===== config.mk =====
export PLATFORM = sky130hd
export DESIGN_NAME = hack_core_flat
export DESIGN_NICKNAME = d
export VERILOG_FILES = /design/src/rtl/hack_pkg.sv /design/src/rtl/hack_if.sv /design/src/rtl/hack_alu.sv /design/src/rtl/hack_core.sv /design/src/flat_wrapper.sv
export SDC_FILE = /design/constraint.sdc
export NUM_CORES = 1
export LEC_CHECK = 0
export CAP_MARGIN = 20
export CORE_ASPECT_RATIO = 0.9
export CORE_UTILIZATION = 50
export DETAILED_ROUTE_END_ITERATION = 12
export PLACE_DENSITY = 0.78
export SLEW_MARGIN = 40
export SYNTH_ARGS = -nofsm -noshare
export SYNTH_HDL_FRONTEND = slang
export SYNTH_HIERARCHICAL = 1
export SYNTH_SLANG_ARGS = --single-unit

===== constraint.sdc =====
create_clock -name CPUclk -period 5.76 [get_ports CPUclk]
set_input_delay 1.728 -clock CPUclk [delete_from_list [all_inputs] [get_ports CPUclk]]
set_output_delay 1.728 -clock CPUclk [all_outputs]
set_load 0.02 [all_outputs]

===== src/rtl/hack_pkg.sv =====
// Shared types and instruction-field positions for the Hack core.
package hack_pkg;

    typedef enum logic [1:0] {
        FETCH = 2'd0,
        READ  = 2'd1,
        EXEC  = 2'd2
    } state_t;

    // C_BIT sits at the top of the word, so it moves with DATA_W.
    function automatic int unsigned c_bit(input int unsigned data_w);
        return data_w - 1;
    endfunction

    localparam int unsigned A_BIT    = 12;
    localparam int unsigned COMP_LSB = 6;
    localparam int unsigned DEST_A   = 5;
    localparam int unsigned DEST_D   = 4;
    localparam int unsigned DEST_M   = 3;
    localparam int unsigned JMP_LT   = 2;
    localparam int unsigned JMP_EQ   = 1;
    localparam int unsigned JMP_GT   = 0;

    localparam logic [5:0] COMP_ZERO = 6'b101010;
    localparam logic [5:0] COMP_D    = 6'b001100;
    localparam logic [5:0] COMP_A    = 6'b110000;
    localparam logic [5:0] COMP_DP1  = 6'b011111;

endpackage


===== src/rtl/hack_if.sv =====
// Instruction-fetch and data-memory bus between the core and ROM/RAM/MMIO.
interface hack_if #(
    parameter int unsigned DATA_W = 16,
    parameter int unsigned ADDR_W = 15
);
    logic              inst_req;
    logic              inst_valid;
    logic [DATA_W-1:0] inst;
    logic [ADDR_W-1:0] inst_addr;
    logic              data_rd;
    logic              rdata_valid;
    logic [DATA_W-1:0] rdata;
    logic [ADDR_W-1:0] data_addr;
    logic [DATA_W-1:0] wdata;
    logic              we;
    logic              retire;

    modport master (
        output inst_req, inst_addr, data_rd, data_addr, wdata, we, retire,
        input  inst_valid, inst, rdata_valid, rdata
    );

    modport slave (
        input  inst_req, inst_addr, data_rd, data_addr, wdata, we, retire,
        output inst_valid, inst, rdata_valid, rdata
    );
endinterface


===== src/rtl/hack_alu.sv =====
// Combinational Hack ALU: zx/nx/zy/ny pre-conditioning, add-or-and, optional negate.
module hack_alu #(
    parameter int unsigned DATA_W = 16
) (
    input  logic [DATA_W-1:0] x,
    input  logic [DATA_W-1:0] y,
    input  logic [5:0]        fn,
    output logic [DATA_W-1:0] out,
    output logic              zero
);
    logic [DATA_W-1:0] xz, xn, yz, yn, f;

    always_comb begin
        xz   = fn[5] ? '0 : x;
        xn   = fn[4] ? ~xz : xz;
        yz   = fn[3] ? '0 : y;
        yn   = fn[2] ? ~yz : yz;
        f    = fn[1] ? (xn + yn) : (xn & yn);
        out  = fn[0] ? ~f : f;
        zero = (out == '0);
    end
endmodule


===== src/rtl/hack_core.sv =====
// Multi-cycle Hack CPU core: FETCH -> (READ) -> EXEC, with handshaked fetch and stalling M reads.
module hack_core
    import hack_pkg::*;
#(
    parameter int unsigned       DATA_W   = 16,
    parameter int unsigned       ADDR_W   = 15,
    parameter logic [ADDR_W-1:0] RESET_PC = '0
) (
    input  logic              CPUclk,
    input  logic              nrst,
    hack_if.master            bus,
    output logic [DATA_W-1:0] a_q,
    output logic [DATA_W-1:0] d_q
);
    localparam int unsigned C_BIT = c_bit(DATA_W);

    state_t            state_q, state_d;
    logic [ADDR_W-1:0] pc_q, pc_d;
    logic [DATA_W-1:0] a_d, d_d;
    logic [DATA_W-1:0] ir_q, ir_d;
    logic [DATA_W-1:0] m_q, m_d;
    logic [DATA_W-1:0] alu_y, alu_out;
    logic              alu_zr, alu_ng, is_c, jump;

    assign is_c   = ir_q[C_BIT];
    assign alu_y  = ir_q[A_BIT] ? m_q : a_q;
    assign alu_ng = alu_out[DATA_W-1];
    assign jump   = is_c & ((ir_q[JMP_LT] & alu_ng) |
                            (ir_q[JMP_EQ] & alu_zr) |
                            (ir_q[JMP_GT] & ~alu_ng & ~alu_zr));

    hack_alu #(.DATA_W(DATA_W)) u_alu (
        .x    (d_q),
        .y    (alu_y),
        .fn   (ir_q[COMP_LSB +: 6]),
        .out  (alu_out),
        .zero (alu_zr)
    );

    // Address and write data always reflect the pre-instruction A and the live ALU result.
    assign bus.inst_addr = pc_q;
    assign bus.data_addr = a_q[ADDR_W-1:0];
    assign bus.wdata     = alu_out;

    always_ff @(posedge CPUclk) begin
        if (!nrst) begin
            state_q <= FETCH;
            pc_q    <= RESET_PC;
            a_q     <= '0;
            d_q     <= '0;
            ir_q    <= '0;
            m_q     <= '0;
        end else begin
            state_q <= state_d;
            pc_q    <= pc_d;
            a_q     <= a_d;
            d_q     <= d_d;
            ir_q    <= ir_d;
            m_q     <= m_d;
        end
    end

    always_comb begin
        state_d      = state_q;
        pc_d         = pc_q;
        a_d          = a_q;
        d_d          = d_q;
        ir_d         = ir_q;
        m_d          = m_q;
        bus.inst_req = 1'b0;
        bus.data_rd  = 1'b0;
        bus.we       = 1'b0;
        bus.retire   = 1'b0;

        case (state_q)
            FETCH: begin
                bus.inst_req = 1'b1;
                if (bus.inst_valid) begin
                    ir_d    = bus.inst;
                    state_d = (bus.inst[C_BIT] && bus.inst[A_BIT]) ? READ : EXEC;
                end
            end
            READ: begin
                bus.data_rd = 1'b1;
                if (bus.rdata_valid) begin
                    m_d     = bus.rdata;
                    state_d = EXEC;
                end
            end
            EXEC: begin
                bus.retire = 1'b1;
                state_d    = FETCH;
                pc_d       = jump ? a_q[ADDR_W-1:0] : pc_q + ADDR_W'(1);
                if (!is_c) begin
                    a_d = {1'b0, ir_q[DATA_W-2:0]};
                end else begin
                    if (ir_q[DEST_A]) a_d = alu_out;
                    if (ir_q[DEST_D]) d_d = alu_out;
                    bus.we = ir_q[DEST_M];
                end
            end
            default: state_d = FETCH;
        endcase

        if (!nrst) begin
            bus.inst_req = 1'b0;
            bus.data_rd  = 1'b0;
            bus.we       = 1'b0;
            bus.retire   = 1'b0;
        end
    end
endmodule


===== src/flat_wrapper.sv =====
// flat-port wrapper written by rule: the top's interface ports become plain ports
module hack_core_flat import hack_pkg::*;
#(
    parameter int unsigned       DATA_W   = 16,
    parameter int unsigned       ADDR_W   = 15,
    parameter logic [ADDR_W-1:0] RESET_PC = '0
)
  (CPUclk, nrst, a_q, d_q, bus_inst_req, bus_inst_addr, bus_data_rd, bus_data_addr, bus_wdata, bus_we, bus_retire, bus_inst_valid, bus_inst, bus_rdata_valid, bus_rdata);
  hack_if #(.DATA_W(DATA_W), .ADDR_W(ADDR_W)) bus_i ();
  input  logic CPUclk;
  input  logic nrst;
  output logic [DATA_W-1:0] a_q;
  output logic [DATA_W-1:0] d_q;
  output wire logic [$bits(bus_i.inst_req)-1:0] bus_inst_req;
  output wire logic [$bits(bus_i.inst_addr)-1:0] bus_inst_addr;
  output wire logic [$bits(bus_i.data_rd)-1:0] bus_data_rd;
  output wire logic [$bits(bus_i.data_addr)-1:0] bus_data_addr;
  output wire logic [$bits(bus_i.wdata)-1:0] bus_wdata;
  output wire logic [$bits(bus_i.we)-1:0] bus_we;
  output wire logic [$bits(bus_i.retire)-1:0] bus_retire;
  input wire logic [$bits(bus_i.inst_valid)-1:0] bus_inst_valid;
  input wire logic [$bits(bus_i.inst)-1:0] bus_inst;
  input wire logic [$bits(bus_i.rdata_valid)-1:0] bus_rdata_valid;
  input wire logic [$bits(bus_i.rdata)-1:0] bus_rdata;
  assign bus_inst_req = bus_i.inst_req;
  assign bus_inst_addr = bus_i.inst_addr;
  assign bus_data_rd = bus_i.data_rd;
  assign bus_data_addr = bus_i.data_addr;
  assign bus_wdata = bus_i.wdata;
  assign bus_we = bus_i.we;
  assign bus_retire = bus_i.retire;
  assign bus_i.inst_valid = bus_inst_valid;
  assign bus_i.inst = bus_inst;
  assign bus_i.rdata_valid = bus_rdata_valid;
  assign bus_i.rdata = bus_rdata;
  hack_core #(.DATA_W(DATA_W), .ADDR_W(ADDR_W), .RESET_PC(RESET_PC)) u_core (.CPUclk(CPUclk), .nrst(nrst), .bus(bus_i), .a_q(a_q), .d_q(d_q));
endmodule

---- Word level (Yosys, flattened, before mapping) ----
Index checks and enable logic that the tools add are counted.
storage, ports and cells
  register bits after elaboration ......... 81
  bits of input ports ..................... 36
  output and inout bits ................... 82
  logic and storage cells ................. 57
operators by class
  add/subtract/negate cells ............... 2
  eq/ne operators ......................... 5
  multiplexer cells ....................... 23
  bitwise operators ....................... 13
  reductions and logical operators ........ 8
operator list
  operator               count
  $mux 16                9
  $not 16->16            3
  $add 16x16->16         1
  $and 16x16->16         1
  $logic_not 16->1       1
  $add 15x1->15 const B  1
  $mux 15                1
  $mux 1                 9
  $reduce_and 2->1       4
  $mux 2                 3
  $ne 2x2->1 const B     3
  $and 1x1->1            5
  $pmux 2 s2             1
  $reduce_and 3->1       1
  $eq 2x1->1 const B     1
  $eq 2x2->1 const B     1
  $logic_not 2->1        1
  $not 1->1              2
  $or 1x1->1             2
  $logic_and 1x1->1      1

---- Logic depth before layout (Yosys ltp) ----
Gate-level depths: netlist of the first run.
  word-level depth ........................ 14
  mapped depth ............................ 21
  gate-level depth less buffers ........... 16

---- By module ----
Netlist of the first run, hierarchy kept.
by module, submodules not included
  module     times used  cells an instance  area an instance (µm²)  sequential area each (µm²)
  hack_core  1           468                3782.4                  1621.6
  hack_alu   1           270                1923.1                  0.0

---- Worst setup path before layout of the first run ----
No wires, ideal clock.
  path kind ............................... reg-to-output
  start ................................... register u_core.ir_q[8]
  end ..................................... output port bus_wdata[14]
  arrival ................................. 3545 ps
  data required time ...................... 4032 ps
  path slack .............................. 487 ps
  stages on the path, launching flop included .. 12
  buffers on the path ..................... 2
  cells stage by stage .................... dfxtp_1 -> clkbuf_1 -> clkbuf_1 -> xnor2_1 -> ha_1 -> fa_1 -> a21o_2 -> a2111oi_2 -> a211oi_1 -> or4_1 -> nand3_1 -> xnor2_1
between the ends
  word-level cells in the longest chain between the ends .. 5
  elaborated cells between the ends (all ways) .. 6
  those cells by class .................... add/sub (1); mux (3); bitwise (2)
ends and longest elaborated chain
  item                                                     line                source
  start: declaration                                       hack_core.sv:20     logic [DATA_W-1:0] ir_q, ir_d;
  start signal: assignment                                 hack_core.sv:58     ir_q <= ir_d;
  $mux 16 *                                                hack_alu.sv:17      yn = fn[2] ? ~yz : yz;
  $add 16x16->16 / $and 16x16->16 (equally long branches)  hack_alu.sv:18      f = fn[1] ? (xn + yn) : (xn & yn);
  $mux 16 *                                                hack_alu.sv:18
  $not 16->16                                              hack_alu.sv:19      out = fn[0] ? ~f : f;
  $mux 16 *                                                hack_alu.sv:19
  end: declaration                                         flat_wrapper.sv:18  output wire logic [$bits(bus_i.wdata)-1:0] bus_wdata;
Every way passes the cells marked *; elsewhere a longest branch is shown, timed or not.

---- Worst setup path in the final report of the first run ----
  start ................................... register u_core.ir_q[12]
  end ..................................... output port bus_wdata[6]
between the ends
  word-level cells in the longest chain between the ends .. 8
  elaborated cells between the ends (all ways) .. 9
  those cells by class .................... add/sub (1); mux (5); bitwise (3)
ends and longest elaborated chain
  item                 line             source
  $mux 16 *            hack_core.sv:26  assign alu_y = ir_q[A_BIT] ? m_q : a_q;
  net u_core.alu_y[0]  hack_core.sv:22  logic [DATA_W-1:0] alu_y, alu_out;
  $mux 16 *            hack_alu.sv:16   yz = fn[3] ? '0 : y;
  $not 16->16          hack_alu.sv:17
  $mux 16 *            hack_alu.sv:17
  $add 16x16->16 *     hack_alu.sv:18
  $mux 16 *            hack_alu.sv:18
  $not 16->16          hack_alu.sv:19
  $mux 16 *            hack_alu.sv:19
The timed path passes the listed nets; every way through them passes the cells marked *.

==> results of run 1 <==
## sequential cells by signal, summed over array words and instances (netlist names)
register	count
u_core/state_q	2
u_core/d_q	16
u_core/m_q	16
u_core/a_q	16
u_core/ir_q	16
u_core/bus.inst_addr	15
## layout make-up
cell class                      instances  area share (%)
Multi-Input combinational cell        577            52.1
Sequential cell                        81            22.3
Timing Repair Buffer                  135            18.0
Clock buffer                           11            3.20
Tap cell                              152            2.62
Inverter                               19           0.982
Clock inverter                          4           0.740
## where the power goes
part	switching, µW	leakage, µW	internal (µW)	total, µW
sequential	22.9	0.000658	579	602
clock	238	0.000132	335	573
combinational	257	0.00183	194	451
total	518	0.00262	1110	1630
## routing by layer
metal  GRT usage (%)  share of wire (%)  up-vias
met5               0                  0        -
met4            8.79                2.0        0
met3            5.83                6.0       35
met2            51.9                 48      216
met1            37.6                 44     2713
li1                -                  -     2766
## cells by family (layout without fill, tap and decap cells)
group	count (synthesis)	in the layout	share of synthesized area [%]
AOI/OAI and AO/OA	162	162	19.2
buffers and inverters	80	169	6.71
muxes	45	45	8.22
xor gates and xnor gates	47	47	7.21
and+or+nand+nor	305	305	26.1
adders and majority gates	18	18	4.08
DFF	81	81	28.4
## worst register-to-register path, cell delays in order (launching register included)
cell	delay, ns
dfxtp_1	0.38
buf_6	0.21
mux2_2	0.36
nand2b_1	0.08
xnor2_1	0.14
ha_1	0.33
a21oi_4	0.23
o211ai_2	0.21
a2111oi_4	0.39
a2111oi_1	0.09
or4_4	0.61
or3_1	0.40
a2111oi_2	0.50
nor3b_1	0.18
o21ai_4	0.40
buf_4	0.28
nor4bb_1	0.29
o31a_1	0.18
## placed cells by master, fill, tap and decap left out, types with 3 or more instances in the layout
cell type | Yosys | routed
a211oi_1 | 19 | 18
clkbuf_16 | 0 | 9
a21o_1 | 4 | 4
dfxtp_1 | 81 | 81
clkdlybuf4s50_1 | 0 | 112
nand3b_1 | 3 | 3
o21a_1 | 4 | 4
and3_1 | 9 | 9
nor4_1 | 8 | 8
xnor2_1 | 47 | 45
ha_1 | 17 | 16
a31oi_1 | 6 | 5
a2bb2oi_1 | 3 | 3
nand4_1 | 10 | 10
nor2b_1 | 4 | 4
and2_1 | 3 | 3
nor2_1 | 41 | 40
nand2b_1 | 39 | 39
nor3_1 | 10 | 10
buf_4 | 17 | 17
mux2i_1 | 30 | 29
o211ai_1 | 3 | 3
or3_1 | 8 | 8
mux2_2 | 15 | 15
inv_1 | 15 | 15
nand3_1 | 21 | 21
o21ai_0 | 7 | 7
or4_1 | 5 | 5
and4_1 | 4 | 4
a21oi_1 | 69 | 68
nand2_1 | 129 | 129
o22ai_1 | 9 | 9
## path summary, 6_finish.rpt
kind,startpoint,endpoint,slack [ns],cells past startpoint
max,u_core/ir_q[12],bus_wdata[6],0.19,11
min,u_core/m_q[8],u_core/m_q[8],0.46,2
max reg2reg,u_core/ir_q[12],u_core/bus.inst_addr[11],0.46,17
min reg2reg,u_core/m_q[8],u_core/m_q[8],0.46,2
## metrics by stage
stage | cell area [µm²] | hold WS [ns]
after global routing | 7270 | 0.477
after floorplan | 5710 | 0.433
after global placement | 6900 | 0.444
after CTS | 7200 | 0.460
after detailed placement | 6910 | 0.451
final | 7270 | 0.457
## what timing repair did
item / CTS / global route
pin swaps: 0 / 0
setup endpoints to repair: 4 / 8
resized for setup: 4 / 15
hold buffers: 0 / 0
==> impl_metrics.tcl, run 1 <==
set metrics [dict create \
    status "complete, no violations" \
    final_layout_size_suffix_gt1_share_pct 9.19 \
    path_cells "mux2_2 > nand2b_1 > xnor2_1 > ha_1 > fa_1 > a21o_2 > a2111oi_4 > xnor2_1 > mux2i_2 > xnor2_2 > clkdlybuf4s50_1" \
    hpwlAfterDp_um 12800 \
    drc 0 \
    synth_flop_cell "dfxtp_1" \
    netlist_top_cells_count "129 x nand2_1, 81 x dfxtp_1, 69 x a21oi_1" \
    grt_overflow 0 \
    synth_top_area_share_pct 28.4 \
    grt_pass1_vias 5381 \
    syn_to_final_growth_pct 27.3 \
    maxCapViolCount 0 \
    postRouteAntennaNets 0 \
    hold_viol_final 0 \
    grt_usage_pct 29.8 \
    synth_warnings 6 \
    crit_path_max_incr_delay_ns 0.64 \
    finalSetupViolCount 0 \
    die_area_mm2 0.0118 \
    clockBufferDepth 2 \
    num_vias 5730 \
    max_clock_freq_mhz 180 \
    syn_area_mm2 0.00571 \
    critPathRequiredTime_ns 4.03 \
    syn_nets 792 \
    power.density_mw_per_mm2 224 \
    cts_buffers 9 \
    yosysMostFrequentCell "nand2_1" \
    cts_tree "yes" \
    wl_um 17500 \
    crit_family "adder cells" \
    io_pins 118 \
    layout.cells.non_filler 979 \
    min_path_type "flop to flop" \
    portBuffers 117 \
    synth_area_leaders "dfxtp_1 28%, nand2_1 8.5%, xnor2_1 7.2%" \
    clk-insertion-delay-late_ns 0.35 \
    drv_slew 0 \
    grt_max_degree 68 \
    yosysUniqueCellTypes 74 \
    fin_ws_ns 0.191 \
    core_area_mm2 0.0109 \
    drtIter0Drc 388 \
    clk_pin_slew_ns 0.06 \
    synth_top_area_cell "dfxtp_1" \
    worst-path-buf-inv 1 \
    cp_common_cell "xnor2_1" \
    cp-start-kind "flop" \
    worstPathArrival_ns 3.84 \
    cp_max_fo 4 \
    p_leak_uw 0.00262 \
    p_total_uw 1630 \
    drt-pass1-iter-count 5 \
    antenna_cells 0 \
    final_core_util_pct 66.4 \
    viasPerCell 5.85 \
    multi_input_area_mm2 0.00379 \
    tightestPinTransition_ns 0.873 \
    rows 36 \
    yosys_register_bits 81 \
    clkSinkCount 81 \
    place.gp.congestion 0.933 \
    min_period_ns 5.57 \
    netlist_instances 738 \
    post-place-cells 964 \
    worstSetupPathType "flop to output port" \
    finalSetupTns_ns 0 \
    relSlewSlack_pct 41.6 \
    fp.dieH_um 103 \
    h-tree-depth 3 \
    dp_slack_ns 0.157 \
    synth_edf_count 0 \
    antenna_found_initial 0 \
    post_cts_buffers 0 \
    die_width_um 115 \
    synth_area_per_cell_um2 7.73 \
    start_util_pct 52.1 \
    wl_per_cell_um 17.9 \
    endpoint_kind "output port" \
    async_flop_share_pct 0 \
    critPathSlowestCell "clkdlybuf4s50_1" \
    nets 877 \
    cts_root_buf "clkbuf_16" \
    ir_drop_v 0.000209 \
    synth-seq-area-share_pct 28.4 \
    period_share_pct 96.7 \
    seqCellArea_mm2 0.00162 \
    grt_pass1_wl_um 27200 \
    skew_ns 0.00749 \
    nFillCells 971 \
]
Power figures use the tool's default switching activity.
==> run 2, diff against run 1 <==
HOLD_SLACK_MARGIN = 0.02   (was not set)
==> results of run 2 <==
The final DEF is identical to that of run 1; final timing and power are the same.
